<file path="src/rtl/fetch_pkg.sv">
// Shared types and default widths for the instruction-fetch sequencer.
// Holds the fetch FSM state encoding used by fetch_ctrl.
package fetch_pkg;

   localparam int PC_W   = 7;
   localparam int INST_W = 9;
   localparam int CNT_W  = 16;

   typedef enum logic [1:0] {
      IDLE,
      RUN,
      HALTED
   } fetch_state_t;

endpackage

</file>
<file path="src/rtl/fetch_ctrl.sv">
// Instruction-fetch sequencer for the 128x9 instruction ROM: owns the PC,
// registers the ROM word into an IR, applies stall/branch/halt and counts retirement.
// Ports:
//   CLK, Reset           clock (rising edge), synchronous active-high reset
//   Start                begin a run (IDLE or HALTED only)
//   Stall                hold PC, Inst, InstValid and counter
//   Halt                 decoder flags Inst as halt (qualified by InstValid)
//   BranchEn/BranchAbs   redirect fetch, absolute or InstPC-relative
//   BranchTarget         absolute address or signed offset
//   InstIn               combinational ROM data for InstAddress
//   InstAddress          ROM address (PC register)
//   Inst, InstPC         instruction register and its fetch address
//   InstValid            Inst holds a live instruction
//   Done                 run finished, held until next Start
//   InstCount            retired instructions this run, saturating
module fetch_ctrl
   import fetch_pkg::*;
#(
   parameter int                 P_PC_W     = PC_W,
   parameter int                 P_INST_W   = INST_W,
   parameter logic [P_PC_W-1:0]  START_ADDR = '0,
   parameter int                 P_CNT_W    = CNT_W
) (
   input  logic                  CLK,
   input  logic                  Reset,
   input  logic                  Start,
   input  logic                  Stall,
   input  logic                  Halt,
   input  logic                  BranchEn,
   input  logic                  BranchAbs,
   input  logic [P_PC_W-1:0]     BranchTarget,
   input  logic [P_INST_W-1:0]   InstIn,
   output logic [P_PC_W-1:0]     InstAddress,
   output logic [P_INST_W-1:0]   Inst,
   output logic [P_PC_W-1:0]     InstPC,
   output logic                  InstValid,
   output logic                  Done,
   output logic [P_CNT_W-1:0]    InstCount
);

   fetch_state_t          state_q, state_d;
   logic [P_PC_W-1:0]     pc_q, pc_d;
   logic [P_INST_W-1:0]   inst_q, inst_d;
   logic [P_PC_W-1:0]     ipc_q, ipc_d;
   logic                  valid_q, valid_d;
   logic                  done_q, done_d;
   logic [P_CNT_W-1:0]    cnt_q, cnt_d;

   logic [P_CNT_W-1:0]    cnt_inc;
   logic [P_PC_W-1:0]     br_tgt;

   // Saturate rather than wrap so long runs never report a small count.
   assign cnt_inc = (&cnt_q) ? cnt_q : cnt_q + P_CNT_W'(1);

   // Offset has the PC width, so sign extension is the identity and the
   // add wraps modulo 2^PC_W.
   assign br_tgt = BranchAbs ? BranchTarget : ipc_q + BranchTarget;

   always_comb begin
      state_d = state_q;
      pc_d    = pc_q;
      inst_d  = inst_q;
      ipc_d   = ipc_q;
      valid_d = valid_q;
      done_d  = done_q;
      cnt_d   = cnt_q;
      unique case (state_q)
         IDLE, HALTED: begin
            if (state_q == IDLE) begin
               valid_d = 1'b0;
               done_d  = 1'b0;
            end
            if (Start) begin
               state_d = RUN;
               pc_d    = START_ADDR;
               valid_d = 1'b0;
               cnt_d   = '0;
               done_d  = 1'b0;
            end
         end
         RUN: begin
            if (Halt && valid_q) begin
               state_d = HALTED;
               valid_d = 1'b0;
               done_d  = 1'b1;
               cnt_d   = cnt_inc;
            end else if (Stall) begin
               // everything holds
            end else if (BranchEn && valid_q) begin
               // The word on InstIn is the wrong path; drop it.
               valid_d = 1'b0;
               pc_d    = br_tgt;
               cnt_d   = cnt_inc;
            end else begin
               inst_d  = InstIn;
               ipc_d   = pc_q;
               pc_d    = pc_q + P_PC_W'(1);
               valid_d = 1'b1;
               if (valid_q) cnt_d = cnt_inc;
            end
         end
         default: begin
            state_d = IDLE;
            valid_d = 1'b0;
            done_d  = 1'b0;
         end
      endcase
   end

   always_ff @(posedge CLK) begin
      if (Reset) begin
         state_q <= IDLE;
         pc_q    <= START_ADDR;
         inst_q  <= '0;
         ipc_q   <= '0;
         valid_q <= 1'b0;
         done_q  <= 1'b0;
         cnt_q   <= '0;
      end else begin
         state_q <= state_d;
         pc_q    <= pc_d;
         inst_q  <= inst_d;
         ipc_q   <= ipc_d;
         valid_q <= valid_d;
         done_q  <= done_d;
         cnt_q   <= cnt_d;
      end
   end

   assign InstAddress = pc_q;
   assign Inst        = inst_q;
   assign InstPC      = ipc_q;
   assign InstValid   = valid_q;
   assign Done        = done_q;
   assign InstCount   = cnt_q;

endmodule
</file>
<file path="config.mk">
export PLATFORM = sky130hd
export DESIGN_NAME = fetch_ctrl
export DESIGN_NICKNAME = d
export VERILOG_FILES = /design/src/rtl/fetch_pkg.sv /design/src/rtl/fetch_ctrl.sv
export SDC_FILE = /design/constraint.sdc
export NUM_CORES = 1
export LEC_CHECK = 0
export BUFFER_PORTS_ARGS = -buffer_cell sky130_fd_sc_hd__buf_2
export CAP_MARGIN = 20
export CORE_ASPECT_RATIO = 1.4
export CORE_MARGIN = 2
export CORE_UTILIZATION = 49
export CTS_BUF_LIST = sky130_fd_sc_hd__clkbuf_2
export CTS_CLUSTER_SIZE = 8
export DETAILED_ROUTE_END_ITERATION = 7
export MAX_ROUTING_LAYER = met4
export PLACE_DENSITY = 0.78
export SYNTH_ARGS = -nofsm -noshare
export SYNTH_HDL_FRONTEND = slang
export SYNTH_SLANG_ARGS = --single-unit
</file>
<file path="constraint.sdc">
create_clock -name CLK -period 1.7 [get_ports CLK]
set_input_delay 0.255 -clock CLK [delete_from_list [all_inputs] [get_ports CLK]]
set_output_delay 0.255 -clock CLK [all_outputs]
set_load 0.01 [all_outputs]
</file>
# Word level (Yosys, flattened, before mapping)

Cells that the tools add are included.

Register bits after elaboration: 43
Word-level logic and storage cells: 58

Add/sub/neg operators: 3
Eq/ne operators: 9
Muxes and demuxes: 24
Bitwise gates (word level): 3
Reductions and logical operators: 12

Operator list:

| operator                                            | number |
|---|---|
| two-way mux 16 bit                                  | 6 |
| two-way mux 7 bit                                   | 5 |
| one-hot mux 16 bit (2 select lines)                 | 1 |
| adder 16 x 1 -> 16 bit, second input constant       | 1 |
| AND reduction 16 bit                                | 1 |
| one-hot mux 7 bit (2 select lines)                  | 1 |
| AND reduction 4 bit                                 | 3 |
| inequality test 2 bit, second input constant        | 4 |
| adder 7 x 1 -> 7 bit, second input constant         | 1 |
| adder 7 bit                                         | 1 |
| two-way mux 1 bit                                   | 6 |
| inequality test 3 bit, second input constant        | 2 |
| AND reduction 2 bit                                 | 3 |
| two-way mux 2 bit                                   | 2 |
| inequality test 4 bit, second input constant        | 1 |
| one-hot mux 1 bit (2 select lines)                  | 2 |
| one-hot mux 2 bit (2 select lines)                  | 1 |
| NOT 1 bit                                           | 3 |
| equality test 2 x 1 -> 1 bit, second input constant | 1 |
| equality test 2 bit, second input constant          | 1 |
| logical AND 1 bit                                   | 2 |
| zero test 2 bit                                     | 1 |
| nonzero test 2 bit                                  | 1 |
| OR reduction 2 bit                                  | 1 |

# Depth between registers and ports, before layout

Gate-level depths: netlist of the first run.

Depth in word-level cells: 7
Mapped depth: 8
Gate-level depth less buffers: 8

# Least setup slack after synthesis of the first run

OpenSTA, ideal clock, no wires.

Path kind: register to register
Start: reg ipc_q[0], in the netlist InstPC[0]
End: reg pc_q[6], in the netlist InstAddress[6]
Library setup time: 0.117 ns
Data arrival time: 1.747 ns
Setup slack: -0.164 ns
Cell stages (with the launch flop): 9
Period minus slack after synthesis: 1.864 ns
Path through: dfxtp_1 > ha_1 > inv_1 > fa_1 > nor2b_1 > o21ai_0 > a211oi_1 > mux2i_1 > nand2_1

Cells in the longest elaborated chain, start to end: 6

RTL lines:

| item                               | line              | source |
|---|---|---|
| start, declared                    | fetch_ctrl.sv:44  | `logic [P_PC_W-1:0] ipc_q, ipc_d;` |
| start signal, assigned             | fetch_ctrl.sv:123 | `ipc_q <= ipc_d;` |
| adder 7 bit                        | fetch_ctrl.sv:57  | `assign br_tgt = BranchAbs ? BranchTarget : ipc_q + BranchTarget;` |
| two-way mux 7 bit                  | fetch_ctrl.sv:57  |  |
| two-way mux 7 bit                  | fetch_ctrl.sv:89  | `end else if (BranchEn && valid_q) begin` |
| two-way mux 7 bit                  | fetch_ctrl.sv:87  | `end else if (Stall) begin` |
| two-way mux 7 bit                  | fetch_ctrl.sv:82  | `if (Halt && valid_q) begin` |
| one-hot mux 7 bit (2 select lines) | fetch_ctrl.sv:67  | `unique case (state_q)` |
| end signal, assigned               | fetch_ctrl.sv:121 | `pc_q <= pc_d;` |
| end, declared                      | fetch_ctrl.sv:42  | `logic [P_PC_W-1:0] pc_q, pc_d;` |

Every way passes these cells. The select of a mux whose other input is x is not followed.
A chain may end at the register's enable or synchronous reset.

# Final worst setup path of the first run

Start: reg ipc_q[0], in the netlist InstPC[0]
End: reg pc_q[4], in the netlist InstAddress[4]

The elaborated chain is that of the path after synthesis.

==> results.yml, run 1 <==
timing:
  timing.final.ws_setup_ns: -0.214
  period_share_pct: 113
  relSlewSlack_pct: 67.2
  fmax_ghz: 0.523
  rsz0062_at_grt: "true"
  fin_crit_ns: 1.91
  hold_slack_ns: 0.0287
  setup_viol: 4
  hold_viol_final: 0
  worst_pin_slew_ns: 0.488
  drv_slew: 0
  skew_ns: 0.0259
critical_path:
  worstSetupPathType: "reg -> reg"
  end_kind: "flop"
  critPathMaxFanout: 3
  cp-start-kind: "flop"
  rr_worst_depth: 8
  worstPathRequired_ns: 2.08
  critPathArrivalTime_ns: 2.29
drt:
  avgViaCountPerCell: 5.58
  vias: 2544
  totalWireLength_um: 6710
  wl_per_cell_um: 14.7
  ant_nets: 0
  drt_pass1_iterations: 4
  drt_iter0_markers: 101
  post-route-drc-count: 0
grt:
  busiest_layer: "met2"
  grtUsageMet2_pct: 47.4
  met1_usage_pct: 26.1
  grt_util_all_layers_pct: 25.4
  grt_max_degree: 26
  grt_overflow: 0
  grt_pass1_vias: 2425
  met3_usage_pct: 4.81
  antenna_found_initial: 0
  grt_pass1_wl_um: 10800
finish:
  diodes: 0
  post-route-util_pct: 67.6
  fillCellCount: 439
  final_common_cell: "buf_2"
  final_cells: 456
  nNetsFinal: 423
  synthToLayoutAreaGrowth_pct: 35.6
  final_cell_mix: "63 x buf_2, 51 x nand2_1, 38 x dfxtp_1"
  drive_gt1_share_pct: 35.7
pwr:
  peakVddDrop_mv: 0.687
  power.internal_uw: 1530
  p_seq_share_pct: 50.9
  power.net_switching_uw: 505
  p_clk_share_pct: 37.1
  power.density_nw_per_um2: 630
  combPwrFrac_pct: 11.9
  leakage_uw: 0.00139
  swShare_pct: 24.9
place:
  place_inst: 446
  io_buffer_count: 63
  dpl.hpwl_um: 4770
  gp_congestion: 0.854
  post-place-ws_ns: -0.213
logic_synthesis:
  avgSynthCellArea_um2: 7.98
  synth.distinct_cells: 54
  seq_area_frac_synth_pct: 36.2
  yosys_most_used_dff: "dfxtp_1"
  synth_edf_count: 0
  ys_ff_latch: 43
  synth_cells: 298
  yosys_warnings: 0
  synth_xor_area_share_pct: 5.53
  syn-cell-area_um2: 2380
  synth_top_family_by_area: "simple AND/OR/NAND/NOR gates"
  ys_async_sr_fraction_pct: 0
  synthSimpleGateAreaFrac_pct: 29.1
  synthMuxAreaShare_pct: 1.26
  syn-num-nets: 330
  synth_fa_ha_area_share_pct: 5.05
  synth_compound_area_share_pct: 18.6
floorplanning:
  die_h_um: 86.4
  rows: 30
  core-area_um2: 4770
  start_util_pct: 49.9
  pin_count: 64
  die_w_um: 62.9
  die_area_um2: 5430
outcome:
  status: "finished, violations left"
  violations: "negative setup slack"
hold_path:
  worstHoldPathCells: 3
  hold_class: "in -> reg"
clock_network:
  cts.sinks: 43
  cts_buffers: 5
  clk_pin_slew_ns: 0.23
  cts_tree: "built"
  cts_max_level: 2
  clock_latency_ns: 0.42
  root_buffer: "clkbuf_2"
  clockBufferDepth: 2
run:
  cap_violations: 0
## worst max-delay path: stages, from the launching register on
cell and delay (ns):
dfxtp_4 0.41, ha_4 0.15, inv_2 0.04, fa_2 0.37, nor2b_4 0.16, o22a_1 0.17
mux2i_1 0.31, nand2_1 0.10, o211ai_1 0.15
## synth_stat cells, drive strengths merged (4+ instances only)
cell / number / area (µm²)
nand2: 51 / 191
dfxtp: 43 / 861
nor2: 29 / 111
a21oi: 28 / 140
inv: 11 / 41.3
o21ai: 11 / 66.3
nand3: 10 / 60.1
xor2: 10 / 87.6
clkbuf: 8 / 30.0
ha: 8 / 100
nand4: 6 / 43.8
o211ai: 6 / 45.0
and2: 5 / 32.5
nor3b: 5 / 37.5
nor4b: 5 / 43.8
xnor2: 5 / 43.8
and3: 4 / 26.3
buf: 4 / 28.8
nor3: 4 / 20.0
nor4: 4 / 25.0
## timing repair
| action | CTS | global route |
|---|---|---|
| hold endpoints to repair | 0 | 1 |
| pin swaps | 13 | 5 |
| setup endpoints to repair | 6 | 31 |
| hold buffers | 0 | 1 |
| gates resized for setup | 15 | 15 |
| buffers inserted | 1 | 1 |
## logic make-up after synthesis
logic type,count (synthesis)
AO/OA/AOI/OAI,68
XOR/XNOR,15
adder cells (fa/ha/maj),9
buffers and inverters,23
flip-flops,43
multiplexers,3
AND/OR/NAND/NOR,137
## final timing paths
path	startpoint	end	slack, ns
min reg2reg	Inst[4]$_SDFFE_PP0P_	Inst[4]$_SDFFE_PP0P_	0.47
max reg2reg	InstPC[0]$_SDFFE_PP0P_	InstAddress[4]$_SDFFE_PP0P_	-0.21
max	InstPC[0]$_SDFFE_PP0P_	InstAddress[4]$_SDFFE_PP0P_	-0.21
min	InstIn[0]	Inst[0]$_SDFFE_PP0P_	0.03
## through the flow
| step | area (µm²) | setup TNS, ns | power [µW] |
|---|---|---|---|
| floorplan | 2410 | 0 | 1180 |
| global placement | 2990 | -0.434 | 1270 |
| detailed placement | 2990 | -0.870 | 1270 |
| CTS | 3150 | -0.182 | 2030 |
| global route | 3220 | -0.715 | 2100 |
| finish | 3220 | -0.445 | 2030 |
## registers in the layout, indices dropped and copies added, names as in the netlist
signal / cells
Done: 1
Inst: 9
InstAddress: 7
InstCount: 16
InstPC: 7
InstValid: 1
state_q: 2
## power groups by stage
stage          registers, µW  logic, µW  clock network (µW)
3_5_place_dp            1050        219                   0
5_1_grt                 1040        264                 794
6_report                1030        242                 754
4_1_cts                 1040        228                 767
3_3_place_gp            1050        215                   0
2_1_floorplan           1060        116                   0
## final cells by class
cell class / count / area (µm²) / area share [%]
clock inverter: 2 / 60.1 / 1.86
tap: 64 / 80.1 / 2.48
sequential: 43 / 872 / 27.1
inverter: 11 / 41.3 / 1.28
clock buffer: 6 / 30.0 / 0.932
timing repair buffer: 98 / 588 / 18.2
multi-input combinational: 232 / 1550 / 48.1
## per-layer routing
| layer | vias to the layer above | part of all wire, % |
|---|---|---|
| li1 | 1238 | - |
| met1 | 1205 | 39 |
| met2 | 82 | 54 |
| met3 | 19 | 4.7 |
| met4 | 0 | 2.3 |
| met5 | - | 0 |
No activity file was read; power rests on OpenSTA's default activity.
==> run 2, diff against run 1 <==
MAX_ROUTING_LAYER = not set   (was met4)
==> run 2 against run 1 <==
Net effect:
- the flow still finishes with violations (negative setup slack)
- clock skew shrank 0.0017 ns
- core utilization stayed put
- first-iteration DRC count grew 17%
- final cell count unchanged
- largest cell class unchanged
==> results.yml, run 2 (synthesis gave the netlist of run 1 again) <==
place:
  dpl.hpwl_um: 4770
  io_buffer_count: 63
  gp_congestion: 0.841
  postPlaceCellArea_um2: 2990
timing:
  setup_viol: 4
  drv_slew: 0
  fmax_ghz: 0.521
  worst_pin_slew_ns: 0.486
  skew_ns: 0.0242
  hold_viol_final: 0
  timing.final.ws_setup_ns: -0.218
  relSlewSlack_pct: 67.3
  rsz0062_at_grt: "true"
  fin_crit_ns: 1.92
  period_share_pct: 113
floorplanning:
  die_h_um: 86.4
  die_w_um: 62.9
  die_area_um2: 5430
  start_util_pct: 49.9
  pin_count: 64
  core-area_um2: 4770
  rows: 30
clock_network:
  clockBufferDepth: 2
  cts_max_level: 2
  cts_buffers: 5
  root_buffer: "clkbuf_2"
  cts.sinks: 43
  cts_tree: "built"
  clock_latency_ns: 0.43
  clk_pin_slew_ns: 0.23
critical_path:
  worstSetupPathType: "reg -> reg"
  worstReg2RegStart: "InstPC[0]$_SDFFE_PP0P_"
  critPathMaxFanout: 3
  rr_endpoint: "InstAddress[4]$_SDFFE_PP0P_"
  end_kind: "flop"
  rr_worst_depth: 8
  r2r_slack_ns: -0.22
  cp-start-kind: "flop"
  crit_path_start: "InstPC[0]$_SDFFE_PP0P_"
  worstPathRequired_ns: 2.09
  critPathArrivalTime_ns: 2.31
pwr:
  leakage_uw: 0.00139
  power.net_switching_uw: 509
  swShare_pct: 25.0
  p_clk_share_pct: 37.3
  total_power_uw: 2030
  power.density_nw_per_um2: 631
  combPwrFrac_pct: 11.9
  power.internal_uw: 1530
  p_seq_share_pct: 50.8
  peakVddDrop_mv: 0.690
finish:
  final_cell_mix: "63 x buf_2, 51 x nand2_1, 38 x dfxtp_1"
  diodes: 0
  fillCellCount: 439
  regArea_um2: 872
  final_common_cell: "buf_2"
  final_cell_area_um2: 3220
  synthToLayoutAreaGrowth_pct: 35.6
  multiInputGateArea_um2: 1550
  drive_gt1_share_pct: 35.7
  largest_reg_flops: 16
  nNetsFinal: 423
grt:
  grt_pass1_wl_um: 10800
  grt_pass1_vias: 2426
  antenna_found_initial: 0
  grt_overflow: 0
  grt_util_all_layers_pct: 24.7
  grt_max_degree: 26
drt:
  totalWireLength_um: 6660
  drt_pass1_iterations: 4
  vias: 2551
  drt_iter0_markers: 118
  avgViaCountPerCell: 5.59
  ant_nets: 0
  wl_per_cell_um: 14.6
  post-route-drc-count: 0
hold_path:
  hold_class: "in -> reg"
  worstHoldPathCells: 3
  hold_end: "Inst[7]$_SDFFE_PP0P_"
  hp-start: "InstIn[7]"
outcome:
  status: "finished, violations left"
  violations: "negative setup slack"
run:
  cap_violations: 0
## run 2: cell counts in the layout (fill, tap and decap cells not counted)
No cell type changed its count.
## run 2: metal layers
layer  global-route usage, %  wire length [µm]  up-vias
met5                       0                 0        -
met1                    26.2              2550     1204
met4                    10.1               213        0
met2                    47.4              3590       84
li1                        -                 -     1241
met3                    4.81               310       22
## run 2: worst max path at each step
stage | endpoint | cells past startpoint | slack [ns]
after floorplan | InstAddress[6]$_SDFFE_PP0P_ | 8 | 0.002
after global placement | InstAddress[3]$_SDFFE_PP0P_ | 8 | -0.14
after detailed placement | InstAddress[5]$_SDFFE_PP0P_ | 7 | -0.21
after CTS | InstAddress[4]$_SDFFE_PP0P_ | 8 | -0.05
after global routing | InstAddress[4]$_SDFFE_PP0P_ | 8 | -0.27
final | InstAddress[4]$_SDFFE_PP0P_ | 8 | -0.22
## run 2: cell type report
class / count / area share, %
multi-input combinational: 232 / 48.1
sequential: 43 / 27.1
timing repair buffer: 98 / 18.2
tap: 64 / 2.48
clock inverter: 2 / 1.86
inverter: 11 / 1.28
clock buffer: 6 / 0.932
## run 2: worst max-delay path, cell delays in order, from the launching register on
cell and delay, ns:
dfxtp_4 0.41, ha_4 0.15, inv_2 0.04, fa_2 0.37, nor2b_4 0.16, o22a_1 0.18
mux2i_1 0.32, nand2_1 0.09, o211ai_1 0.15
## run 2: timing repair
item                                   CTS  global route
endpoints found under the hold margin    0             1
resized for setup                       15            15
setup endpoints to repair                6            31
hold buffers                             0             1
setup buffers                            1             1
pin swaps                               13             5
## run 2: power groups by stage
stage | sequential (µW) | combinational [µW] | clock, µW
detailed placement | 1050 | 219 | 0
global placement | 1050 | 215 | 0
finish | 1030 | 242 | 759
floorplan | 1060 | 116 | 0
CTS | 1040 | 228 | 767
global route | 1040 | 264 | 794
## run 2: stage by stage
stage	std cells	utilization, %	setup slack (ns)	setup TNS, ns	hold WS [ns]
after floorplan	298	-	0.00225	0	0.391
after global placement	446	62.8	-0.135	-0.434	0.440
after detailed placement	446	62.8	-0.213	-0.870	0.443
after CTS	455	66.0	-0.0547	-0.182	0.00254
after global routing	456	67.6	-0.271	-0.715	0.00382
final	456	67.6	-0.218	-0.457	0.0208
==> run 3, diff against run 2 <==
PLACE_DENSITY = 0.81   (was 0.78)
==> run 3 against run 2 <==
Net effect:
- the run still ends with negative setup slack left
- combinational power is 5% higher
- first-iteration DRC count grew 17%
- wire length down 0.32%
- non-clock buffer count up 10
- clock-buffer cell count shrank 1
- clock power fell by 33%
- final area increased by 1.2%
==> results.yml, run 3 (synthesis gave the netlist of run 1 again) <==
drt:
  vias: 2603
  ant_nets: 0
  drt_iter0_markers: 138
  wl_met1_um: 2590
  post-route-drc-count: 0
  top_layer_used: "met4"
  drt_pass1_iterations: 4
  wl_per_cell_um: 14.2
  routed-wl-met2_um: 3690
  wl_met3_um: 291
  avgViaCountPerCell: 5.59
  totalWireLength_um: 6640
floorplanning:
  die_w_um: 62.9
  start_util_pct: 49.9
  die_h_um: 86.4
  die_area_um2: 5430
  pin_count: 64
  rows: 30
  core-area_um2: 4770
critical_path:
  rr_worst_depth: 8
  max_stage_delay_ns: 0.41
  critPathArrivalTime_ns: 2.20
  crit_buf_inv: 1
  crit_cells: 8
  cp-start-kind: "flop"
  end_kind: "flop"
  worstSetupPathType: "reg -> reg"
  crit_path_start: "InstPC[0]$_SDFFE_PP0P_"
  worstReg2RegStart: "InstPC[0]$_SDFFE_PP0P_"
  critPathMaxFanout: 3
  worstPathRequired_ns: 2.08
  cp_slowest_cell: "dfxtp_4"
  path_delay_family: "adder cells"
  crit_chain: "ha_4 -> inv_2 -> fa_2 -> nor2b_4 -> o22a_1 -> mux2i_2 -> nand2_1 -> o211ai_1"
run:
  cap_violations: 0
timing:
  timing.final.ws_setup_ns: -0.115
  hold_viol_final: 0
  drv_slew: 0
  fin_tns_setup_ns: -0.243
  fmax_ghz: 0.551
  rsz0062_at_grt: "true"
  worst_pin_slew_ns: 0.415
  period_share_pct: 107
  relSlewSlack_pct: 71.9
  hold_slack_ns: 0.0237
  setup_viol: 6
  fin_crit_ns: 1.82
  skew_ns: 0.0106
grt:
  antenna_found_initial: 0
  grt_overflow: 0
  grt_max_degree: 26
  grt_pass1_vias: 2418
  grt_util_all_layers_pct: 24.0
  grt_pass1_wl_um: 10500
clock_network:
  clock_latency_ns: 0.43
  clk_pin_slew_ns: 0.25
  cts_max_level: 2
  cts_buffers: 5
  root_buffer: "clkbuf_2"
  cts.sinks: 43
  cts_tree: "built"
  clockBufferDepth: 2
finish:
  final_cell_mix: "63 x buf_2, 51 x nand2_1, 39 x buf_4"
  final_cells: 466
  nNetsFinal: 433
  post-route-util_pct: 68.4
  largest_reg_flops: 16
  final_cell_area_um2: 3260
  drive_gt1_share_pct: 36.8
  synthToLayoutAreaGrowth_pct: 37.2
  final_common_cell: "buf_2"
  diodes: 0
hold_path:
  hold_class: "in -> reg"
  hp-start: "InstIn[8]"
  worstHoldPathCells: 3
place:
  dpl.hpwl_um: 4720
  postPlaceCellArea_um2: 3010
  gp_congestion: 0.930
  place_inst: 448
  io_buffer_count: 63
pwr:
  leakage_uw: 0.00141
  power.density_nw_per_um2: 551
  peakVddDrop_mv: 0.506
outcome:
  violations: "negative setup slack"
  status: "finished, violations left"
[run 3: cell count changes in the layout (fill, tap and decap cells not counted), sizes merged]
| cell | previous run | this run |
|---|---|---|
| bufinv | 2 | 0 |
| inv | 11 | 13 |
| clkbuf | 6 | 5 |
| buf | 97 | 102 |
| dlygate4sd3 | 1 | 6 |
| clkinv | 0 | 1 |
[run 3: worst register-to-register path, cell delays in order (launching register included)]
cell	delay, ns
dfxtp_4	0.41
ha_4	0.13
inv_2	0.03
fa_2	0.36
nor2b_4	0.16
o22a_1	0.19
mux2i_2	0.25
nand2_1	0.07
o211ai_1	0.16
[run 3: worst paths after layout]
| check | endpoint | slack (ns) |
|---|---|---|
| worst min register to register | Inst[2]$_SDFFE_PP0P_ | 0.47 |
| worst max register to register | InstAddress[4]$_SDFFE_PP0P_ | -0.12 |
| worst min-delay path | Inst[8]$_SDFFE_PP0P_ | 0.02 |
| worst max-delay path | InstAddress[4]$_SDFFE_PP0P_ | -0.12 |
[run 3: repair_timing]
item,4_1_cts,5_1_grt
setup endpoints to repair,6,34
endpoints found under the hold margin,4,2
pin swaps,6,8
buffers inserted,1,3
gates resized for setup,8,21
hold buffers,4,2
[run 3: metrics by stage]
step / setup slack (ns) / total power, µW
6_report: -0.115 / 1800
4_1_cts: -0.0721 / 1780
2_1_floorplan: 0.00225 / 1180
5_1_grt: -0.196 / 1860
3_5_place_dp: -0.194 / 1280
3_3_place_gp: -0.108 / 1270
[run 3: metal layers]
metal	vias up	GRT usage [%]
met4	0	7.68
met5	-	0
met1	1247	27.1
met3	7	3.38
li1	1266	-
met2	83	45.8
[run 3: final cells by class]
type | instances | area, µm²
flip-flops and latches | 43 | 871
clock inverters | 3 | 26.3
multi-input cells | 232 | 1550
well taps | 64 | 80.1
repair buffers | 108 | 668
inverters | 11 | 41.3
clock buffers | 5 | 25.0
fillers | 398 | 1510
[run 3: where the power goes]
| part | internal, µW | leakage (µW) | switching (µW) |
|---|---|---|---|
| Combinational | 108 | 0.00103 | 146 |
| Clock | 117 | 0.0000339 | 389 |
| Sequential | 1030 | 0.000351 | 9.50 |
